**config.mk**
```make
export PLATFORM = sky130hd
export DESIGN_NAME = parser_rule_ctrl
export DESIGN_NICKNAME = d
export VERILOG_FILES = /design/src/rtl/parser_rule_ctrl.sv
export SDC_FILE = /design/constraint.sdc
export NUM_CORES = 1
export LEC_CHECK = 0
export BUFFER_PORTS_ARGS = -buffer_cell sky130_fd_sc_hd__buf_2
export CAP_MARGIN = 20
export CORE_AREA = 2 2 153 155
export CTS_CLUSTER_SIZE = 16
export DETAILED_ROUTE_END_ITERATION = 16
export DIE_AREA = 0 0 155 157
export PLACE_DENSITY_LB_ADDON = 0.25
export SLEW_MARGIN = 20
export SYNTH_ARGS = -nofsm -noshare
export SYNTH_HDL_FRONTEND = slang
export SYNTH_SLANG_ARGS = --single-unit
```
**constraint.sdc**
```tcl
create_clock -name i_clk -period 7.9 [get_ports i_clk]
set_input_delay 1.185 -clock i_clk [delete_from_list [all_inputs] [get_ports i_clk]]
set_output_delay 1.185 -clock i_clk [all_outputs]
set_load 0.1 [all_outputs]
```
**src/rtl/parser_rule_ctrl.sv**
```systemverilog
// Rule configuration front-end for the pipelined packet parser: decodes host
// rule accesses, holds layer-0 extraction registers, forwards the rest downstream.
module parser_rule_ctrl #(
    parameter int unsigned LAYER_NUM         = 4,
    parameter int unsigned TYPE_NUM          = 4,
    parameter int unsigned KEY_FIELD_NUM     = 8,
    parameter int unsigned TYPE_OFFSET_WIDTH = 8,
    parameter int unsigned KEY_OFFSET_WIDTH  = 8,
    parameter int unsigned HEAD_SHIFT_WIDTH  = 8,
    parameter int unsigned META_SHIFT_WIDTH  = 8,
    parameter int unsigned RD_TIMEOUT        = 16
) (
    input  logic                                      i_clk,
    input  logic                                      i_rst,
    input  logic                                      i_rule_wren,
    input  logic                                      i_rule_rden,
    input  logic [31:0]                               i_rule_addr,
    input  logic [31:0]                               i_rule_wdata,
    output logic                                      o_rule_rdata_valid,
    output logic [31:0]                               o_rule_rdata,
    output logic                                      o_rule_busy,
    output logic [LAYER_NUM-2:0]                      o_layer_wren,
    output logic [LAYER_NUM-2:0]                      o_layer_rden,
    output logic [31:0]                               o_layer_addr,
    output logic [31:0]                               o_layer_wdata,
    input  logic [LAYER_NUM-2:0]                      i_layer_rdata_valid,
    input  logic [32*(LAYER_NUM-1)-1:0]               i_layer_rdata,
    output logic [TYPE_NUM*TYPE_OFFSET_WIDTH-1:0]     o_type_offset,
    output logic [KEY_FIELD_NUM-1:0]                  o_key_offset_v,
    output logic [KEY_FIELD_NUM*KEY_OFFSET_WIDTH-1:0] o_key_offset,
    output logic [HEAD_SHIFT_WIDTH-1:0]               o_head_shift,
    output logic [META_SHIFT_WIDTH-1:0]               o_meta_shift
);
    localparam int unsigned NL    = LAYER_NUM - 1;
    localparam int unsigned CNT_W = $clog2(RD_TIMEOUT + 1);

    typedef enum logic {IDLE, WAIT} state_t;
    state_t state_q, state_d;

    logic [CNT_W-1:0]             cnt_q;
    logic [NL-1:0]                rd_mask_q;
    logic [TYPE_OFFSET_WIDTH-1:0] type_off_q [TYPE_NUM];
    logic [KEY_OFFSET_WIDTH-1:0]  key_off_q  [KEY_FIELD_NUM];

    logic [7:0]    lid;
    logic [2:0]    itype;
    logic [7:0]    entry;
    logic          wr_acc, rd_acc, lid_local, lid_remote, timeout, sel_valid;
    logic [NL-1:0] lid_onehot;
    logic [31:0]   local_rdata, sel_data;

    assign lid   = i_rule_addr[31:24];
    assign itype = i_rule_addr[18:16];
    assign entry = i_rule_addr[7:0];

    // Write takes priority over a simultaneous read; nothing is accepted in WAIT.
    assign wr_acc     = (state_q == IDLE) && i_rule_wren;
    assign rd_acc     = (state_q == IDLE) && i_rule_rden && !i_rule_wren;
    assign lid_local  = (lid == 8'd0);
    assign lid_remote = !lid_local && (32'(lid) < LAYER_NUM);
    assign timeout    = (cnt_q == CNT_W'(RD_TIMEOUT - 1));
    assign sel_valid  = |(i_layer_rdata_valid & rd_mask_q);
    assign o_rule_busy = (state_q == WAIT);

    always_comb begin
        lid_onehot = '0;
        sel_data   = '0;
        for (int unsigned k = 0; k < NL; k++) begin
            lid_onehot[k] = (32'(lid) == k + 1);
            if (rd_mask_q[k]) sel_data = sel_data | i_layer_rdata[32*k +: 32];
        end
    end

    always_comb begin
        local_rdata = '0;
        case (itype)
            3'd2: for (int unsigned i = 0; i < TYPE_NUM; i++)
                if (32'(entry) == i) local_rdata[TYPE_OFFSET_WIDTH-1:0] = type_off_q[i];
            3'd3: for (int unsigned i = 0; i < KEY_FIELD_NUM; i++)
                if (32'(entry) == i) begin
                    local_rdata[16]                   = o_key_offset_v[i];
                    local_rdata[KEY_OFFSET_WIDTH-1:0] = key_off_q[i];
                end
            3'd4: local_rdata[HEAD_SHIFT_WIDTH-1:0] = o_head_shift;
            3'd5: local_rdata[META_SHIFT_WIDTH-1:0] = o_meta_shift;
            default: ;
        endcase
    end

    always_comb begin
        o_type_offset = '0;
        o_key_offset  = '0;
        for (int unsigned i = 0; i < TYPE_NUM; i++)
            o_type_offset[i*TYPE_OFFSET_WIDTH +: TYPE_OFFSET_WIDTH] = type_off_q[i];
        for (int unsigned i = 0; i < KEY_FIELD_NUM; i++)
            o_key_offset[i*KEY_OFFSET_WIDTH +: KEY_OFFSET_WIDTH] = key_off_q[i];
    end

    always_comb begin
        state_d = state_q;
        case (state_q)
            IDLE: if (rd_acc && lid_remote) state_d = WAIT;
            WAIT: if (sel_valid || timeout) state_d = IDLE;
            default: state_d = IDLE;
        endcase
    end

    always_ff @(posedge i_clk) begin
        if (i_rst) begin
            state_q            <= IDLE;
            cnt_q              <= '0;
            rd_mask_q          <= '0;
            o_rule_rdata_valid <= 1'b0;
            o_rule_rdata       <= '0;
            o_layer_wren       <= '0;
            o_layer_rden       <= '0;
            o_layer_addr       <= '0;
            o_layer_wdata      <= '0;
            o_key_offset_v     <= '0;
            o_head_shift       <= '0;
            o_meta_shift       <= '0;
            for (int unsigned i = 0; i < TYPE_NUM; i++)      type_off_q[i] <= '0;
            for (int unsigned i = 0; i < KEY_FIELD_NUM; i++) key_off_q[i]  <= '0;
        end else begin
            state_q            <= state_d;
            o_layer_wren       <= '0;
            o_layer_rden       <= '0;
            o_rule_rdata_valid <= 1'b0;
            if (wr_acc || rd_acc) begin
                o_layer_addr  <= i_rule_addr;
                o_layer_wdata <= i_rule_wdata;
            end
            if (wr_acc && lid_remote) o_layer_wren <= lid_onehot;
            if (wr_acc && lid_local) begin
                case (itype)
                    3'd2: for (int unsigned i = 0; i < TYPE_NUM; i++)
                        if (32'(entry) == i) type_off_q[i] <= i_rule_wdata[TYPE_OFFSET_WIDTH-1:0];
                    3'd3: for (int unsigned i = 0; i < KEY_FIELD_NUM; i++)
                        if (32'(entry) == i) begin
                            o_key_offset_v[i] <= i_rule_wdata[16];
                            key_off_q[i]      <= i_rule_wdata[KEY_OFFSET_WIDTH-1:0];
                        end
                    3'd4: o_head_shift <= i_rule_wdata[HEAD_SHIFT_WIDTH-1:0];
                    3'd5: o_meta_shift <= i_rule_wdata[META_SHIFT_WIDTH-1:0];
                    default: ;
                endcase
            end
            if (rd_acc) begin
                if (lid_local) begin
                    o_rule_rdata_valid <= 1'b1;
                    o_rule_rdata       <= local_rdata;
                end else if (lid_remote) begin
                    o_layer_rden <= lid_onehot;
                    rd_mask_q    <= lid_onehot;
                    cnt_q        <= '0;
                end else begin
                    o_rule_rdata_valid <= 1'b1;
                    o_rule_rdata       <= '1;
                end
            end
            if (state_q == WAIT) begin
                // A valid in the last timeout cycle still returns real data.
                if (sel_valid) begin
                    o_rule_rdata_valid <= 1'b1;
                    o_rule_rdata       <= sel_data;
                end else begin
                    cnt_q <= cnt_q + 1'b1;
                    if (timeout) begin
                        o_rule_rdata_valid <= 1'b1;
                        o_rule_rdata       <= '1;
                    end
                end
            end
        end
    end
endmodule

```
Yosys cells after proc, flatten, opt, wreduce, memory -nomap -nowiden

Memories as Yosys holds them, arrays and structs flattened.
Cells that the tools add are included.

Equality and inequality tests: 15
Div/mod/pow operators: 0
$lt $le $gt $ge: 1
Bitwise logic cells: 20
Add/subtract/negate cells: 1
Reduce and logical (&&, ||, !) cells: 27
Shift-type cells: 0
Muxes and demuxes: 115
$mul: 0

Operators with widths:

| operator              | count |
|---|---|
| $mux W32              | 9 |
| $mux W8               | 24 |
| $mux W1               | 75 |
| $or A32 B32 Y32       | 2 |
| $eq A8 B2 Y1 const B  | 4 |
| $eq A8 B3 Y1 const B  | 4 |
| $pmux W8 S4           | 1 |
| $reduce_and A3 Y1     | 9 |
| $mux W5               | 5 |
| $eq A8 B1 Y1 const B  | 2 |
| $logic_not A8 Y1      | 2 |
| $or A1 B1 Y1          | 12 |
| $lt A8 B3 Y1 const B  | 1 |
| $logic_and A1 B1 Y1   | 7 |
| $eq A3 B2 Y1 const B  | 2 |
| $eq A3 B3 Y1 const B  | 2 |
| $add A5 B1 Y5 const B | 1 |
| $eq A5 B4 Y1 const B  | 1 |
| $not A1 Y1            | 5 |
| $reduce_and A2 Y1     | 2 |
| $reduce_or A4 Y1      | 1 |
| $and A3 B3 Y3         | 1 |
| $reduce_or A3 Y1      | 1 |
| $logic_not A1 Y1      | 2 |
| 3 further kinds       | 4 |

Memories kept: 2
Bits of input ports: 167
Bits in latches: 0
Bits in registers: 136
Bits in read-only memories: 0
Output and inout port bits: 224
RAM bits: 96

Memory list:

| name       | words | width | rd ports | clocked after Yosys merged registers in | write ports | RTL line | source |
|---|---|---|---|---|---|---|---|
| key_off_q  | 8     | 8     | 8        | 0                                       | 8           | 43       | `logic [KEY_OFFSET_WIDTH-1:0] key_off_q [KEY_FIELD_NUM];` |
| type_off_q | 4     | 8     | 4        | 0                                       | 4           | 42       | `logic [TYPE_OFFSET_WIDTH-1:0] type_off_q [TYPE_NUM];` |

Longest topological paths before layout

Depth after elaboration: 15
Depth in mapped cells: 8
Depth with buffers taken out: 8

Worst setup path before layout

Ideal clock, no wire load.

Path kind: input -> register
Start: input port i_rule_addr[27]
End: memory type_off_q[3][0], enable pin
Stages on the path: 6
Path buffers: 1
Slack: 4.502 ns
Arrival time: 3.064 ns
Data required time: 7.566 ns
Cell sequence: or4_1 buf_2 or3_4 nor3b_4 nand3_4 nand2b_1

RTL lines:

| element         | RTL line | source |
|---|---|---|
| start, declared | 17       | `input logic [31:0] i_rule_addr,` |
| end, declared   | 42       |  |

==> flow_metrics.py <==
metrics = {
    "outcome": {
        "status": "completed",
    },
    "synth": {
        "ys_seq_elements": 232,
        "synth_seq_area_share_pct": 56.5,
        "synth_edf_count": 96,
        "synth.distinct_cells": 48,
        "syn_nets": 1156,
        "synth_top_area_share_pct": 29.1,
        "async_reset_ff_share_pct": 0,
        "ys_warn_count": 0,
        "netlist_top_cells_area": "edfxtp_1 (29%), dfxtp_1 (27%), nand2_1 (6.1%)",
        "syn_inst": 987,
        "ys.flop_type": "dfxtp_1",
        "synth_area_um2": 9910,
        "syn-mean-instance-area_um2": 10.0,
        "synth_top_area_cell": "edfxtp_1",
    },
    "run": {
        "maxCapViolCount": 0,
    },
    "clock_tree": {
        "cts.clk_slew.worst_paths_ns": 0.06,
        "clock_latency_ns": 0.52,
        "ctsHoldBuffers": 0,
        "clockBufferDepth": 3,
        "cts_made_buffers": 25,
        "cts-root-buf": "clkbuf_16",
        "post_cts.repair.setup_buffers": 0,
        "htreeDepth": 1,
        "cts_tree": "done",
        "cts.repair.resized": 0,
        "clkSinkCount": 232,
    },
    "placed_design": {
        "place_ws_ns": 3.88,
        "dpl.cell_count": 1586,
        "gp_congestion": 0.846,
        "dp_hpwl_um": 25300,
        "io_buffers": 390,
    },
    "worst_setup_path": {
        "reg2regPathDepth": 5,
        "crit_arrival_ns": 3.69,
        "endpoint_kind": "register",
        "crit_start": "i_rule_addr[4]",
        "cp.required_ns": 8.08,
        "cpPeakStageDelay_ns": 0.69,
        "reg2reg_from": "rd_mask_q[0]$_SDFFE_PP0P_",
        "crit_type": "in2reg",
        "crit_chain": "buf_2 > or4_1 > nor3_2 > nor3b_4 > nand3_4 > nand2b_1",
        "startpoint_type": "primary input",
        "cp_num_buf_inv": 1,
        "cp_max_fo": 9,
        "r2r_end": "o_rule_rdata[4]$_SDFF_PP0_",
        "rrSetupSlack_ns": 4.75,
        "cp_num_cells": 6,
        "cp_slowest_cell": "or4_1",
        "critPathTopFamily": "simple AND/OR/NAND/NOR gates",
        "endpoint": "type_off_q[3][7]$_SDFFCE_PN0P_",
    },
    "sta": {
        "finalSetupViolCount": 0,
        "finClkSkew_ns": 0.0134,
        "fin_ws_ns": 4.39,
        "holdWs_ns": 0.452,
        "min_period_ns": 3.51,
        "worst_pin_slew_ns": 1.16,
        "slew_violations": 0,
        "tns_ns": 0,
        "max_freq_ghz": 0.285,
        "finalCritPeriodShare_pct": 44.4,
        "rsz0062_at_grt": "false",
        "hold_viol_final": 0,
        "relSlewSlack_pct": 22.4,
    },
    "min_path": {
        "hp-class": "reg2reg",
    },
    "finish": {
        "stdcell_count": 1635,
        "fin_util_pct": 57.0,
        "fin_nets": 1497,
        "synthToLayoutAreaGrowth_pct": 29.4,
        "layout-drive-gt1-share_pct": 35.9,
    },
    "drt": {
        "via_count": 9255,
        "drt-total-wl_um": 34700,
        "ant_nets": 0,
        "drtIter0Drc": 1039,
        "wl_per_cell_um": 21.2,
        "first_pass_iters": 6,
        "drc": 0,
        "avgViaCountPerCell": 5.66,
    },
    "floorplanning": {
        "fp.dieH_um": 157,
        "die-area_um2": 24300,
        "die_w_um": 155,
        "num_rows": 55,
        "initial_core_util_pct": 44.1,
        "pin_count": 391,
        "core-area_um2": 22500,
    },
    "global_routing": {
        "grt_pass1_wl_um": 49900,
        "track_usage_pct": 26.8,
        "antenna_found_initial": 2,
        "grt_pass1_vias": 8428,
        "overflow": 0,
        "grt_max_degree": 88,
    },
    "power": {
        "max-vdd-ir-drop_uv": 175,
        "p_per_area_nw_per_um2": 251,
        "p_leak_nw": 5.61,
    },
}
[layout make-up]
type / count / area, um^2
fill: 2013 / 9670
inverter: 16 / 60.1
clock inverter: 10 / 91.3
multi-input combinational: 655 / 3960
sequential: 232 / 5610
timing repair buffer: 398 / 2010
antenna: 3 / 7.51
clock buffer: 36 / 737
tap: 285 / 357
[placed cells by master, fill, tap and decap left out, types with 6 or more instances in the layout]
cell type  Yosys  routed
nor3_1         8       8
a31oi_1        7       7
dfxtp_1      136     135
edfxtp_1      96      96
nand2_1      162     162
a21oi_1       86      86
nand3b_1      20      20
buf_4          0       9
nor2b_1        6       6
a221oi_1      31      31
buf_2          3     389
mux2i_1       13      13
nand2b_1      24      24
nor2_1       112     110
mux2_2         8       8
o21ai_0       60      60
clkbuf_8       0       7
nand3_1       12      11
mux4_2        16      16
inv_1         16      16
a222oi_1      37      37
clkbuf_16      0      25
[metal layers]
metal	vias to the layer above	track usage (%)	share of wire, %
met4	0	9.66	3.1
met3	62	4.74	8.3
met2	487	47.2	50
li1	4274	-	-
met1	4432	33.1	38
met5	-	0	0
[metrics by stage]
stage          instance area (um^2)  total power [mW]
2_1_floorplan                  9910              1.92
3_3_place_gp                  12000              2.07
3_5_place_dp                  12000              2.08
4_1_cts                       12800              3.23
5_1_grt                       12800              3.31
6_report                      12800              3.22
[kinds of logic after synthesis]
logic type                 after synthesis  synth area share, %
DFF                                    232                 56.5
AOI/OAI and AO/OA                      243                 16.1
and+or+nand+nor                        373                 17.4
buffers and inverters                  100                 3.82
muxes                                   37                 5.86
adders and majority gates                2                0.252
[worst min path at each step]
| stage | start | end | depth (start not counted) |
|---|---|---|---|
| 6_report | o_layer_wdata[20]$_SDFFE_PP0P_ | o_layer_wdata[20]$_SDFFE_PP0P_ | 2 |
| 5_1_grt | o_layer_wdata[31]$_SDFFE_PP0P_ | o_layer_wdata[31]$_SDFFE_PP0P_ | 2 |
| 4_1_cts | o_layer_wdata[20]$_SDFFE_PP0P_ | o_layer_wdata[20]$_SDFFE_PP0P_ | 2 |
| 3_5_place_dp | o_layer_wdata[20]$_SDFFE_PP0P_ | o_layer_wdata[20]$_SDFFE_PP0P_ | 2 |
| 3_3_place_gp | o_layer_wdata[27]$_SDFFE_PP0P_ | o_layer_wdata[27]$_SDFFE_PP0P_ | 2 |
| 2_1_floorplan | cnt_q[4]$_SDFF_PP0_ | cnt_q[4]$_SDFF_PP0_ | 2 |
[sequential cells by signal (all words and copies together) (netlist names), 8 cells and up]
signal,cells
o_key_offset_v,8
o_meta_shift,8
o_rule_rdata,32
o_head_shift,8
o_layer_addr,32
o_layer_wdata,32
key_off_q,64
type_off_q,32
[tightest hold or removal path: stages (launching register included)]
cell and delay, ns:
dfxtp_1 0.31, nand2_1 0.05, a21oi_1 0.05
[synth_stat cells, types with 3 or more instances]
cell type / n
a211o_1: 4
a21o_1: 5
a21oi_1: 86
a221oi_1: 31
a222oi_1: 37
a31oi_1: 7
and3_1: 3
buf_1: 15
buf_2: 3
clkbuf_1: 66
dfxtp_1: 136
edfxtp_1: 96
inv_1: 16
mux2_2: 8
mux2i_1: 13
mux4_2: 16
nand2_1: 162
nand2_4: 3
nand2b_1: 24
nand3_1: 12
nand3b_1: 20
nand4_1: 5
nor2_1: 112
nor2b_1: 6
nor3_1: 8
o21ai_0: 60
o2bb2ai_1: 5
[power by group]
group          internal [mW]  switching, mW  total, mW
registers               1.31         0.0374       1.35
clock network          0.683          0.478       1.16
logic                  0.120          0.588      0.709
total                   2.11           1.10       3.22
Power figures use the tool's default switching activity.
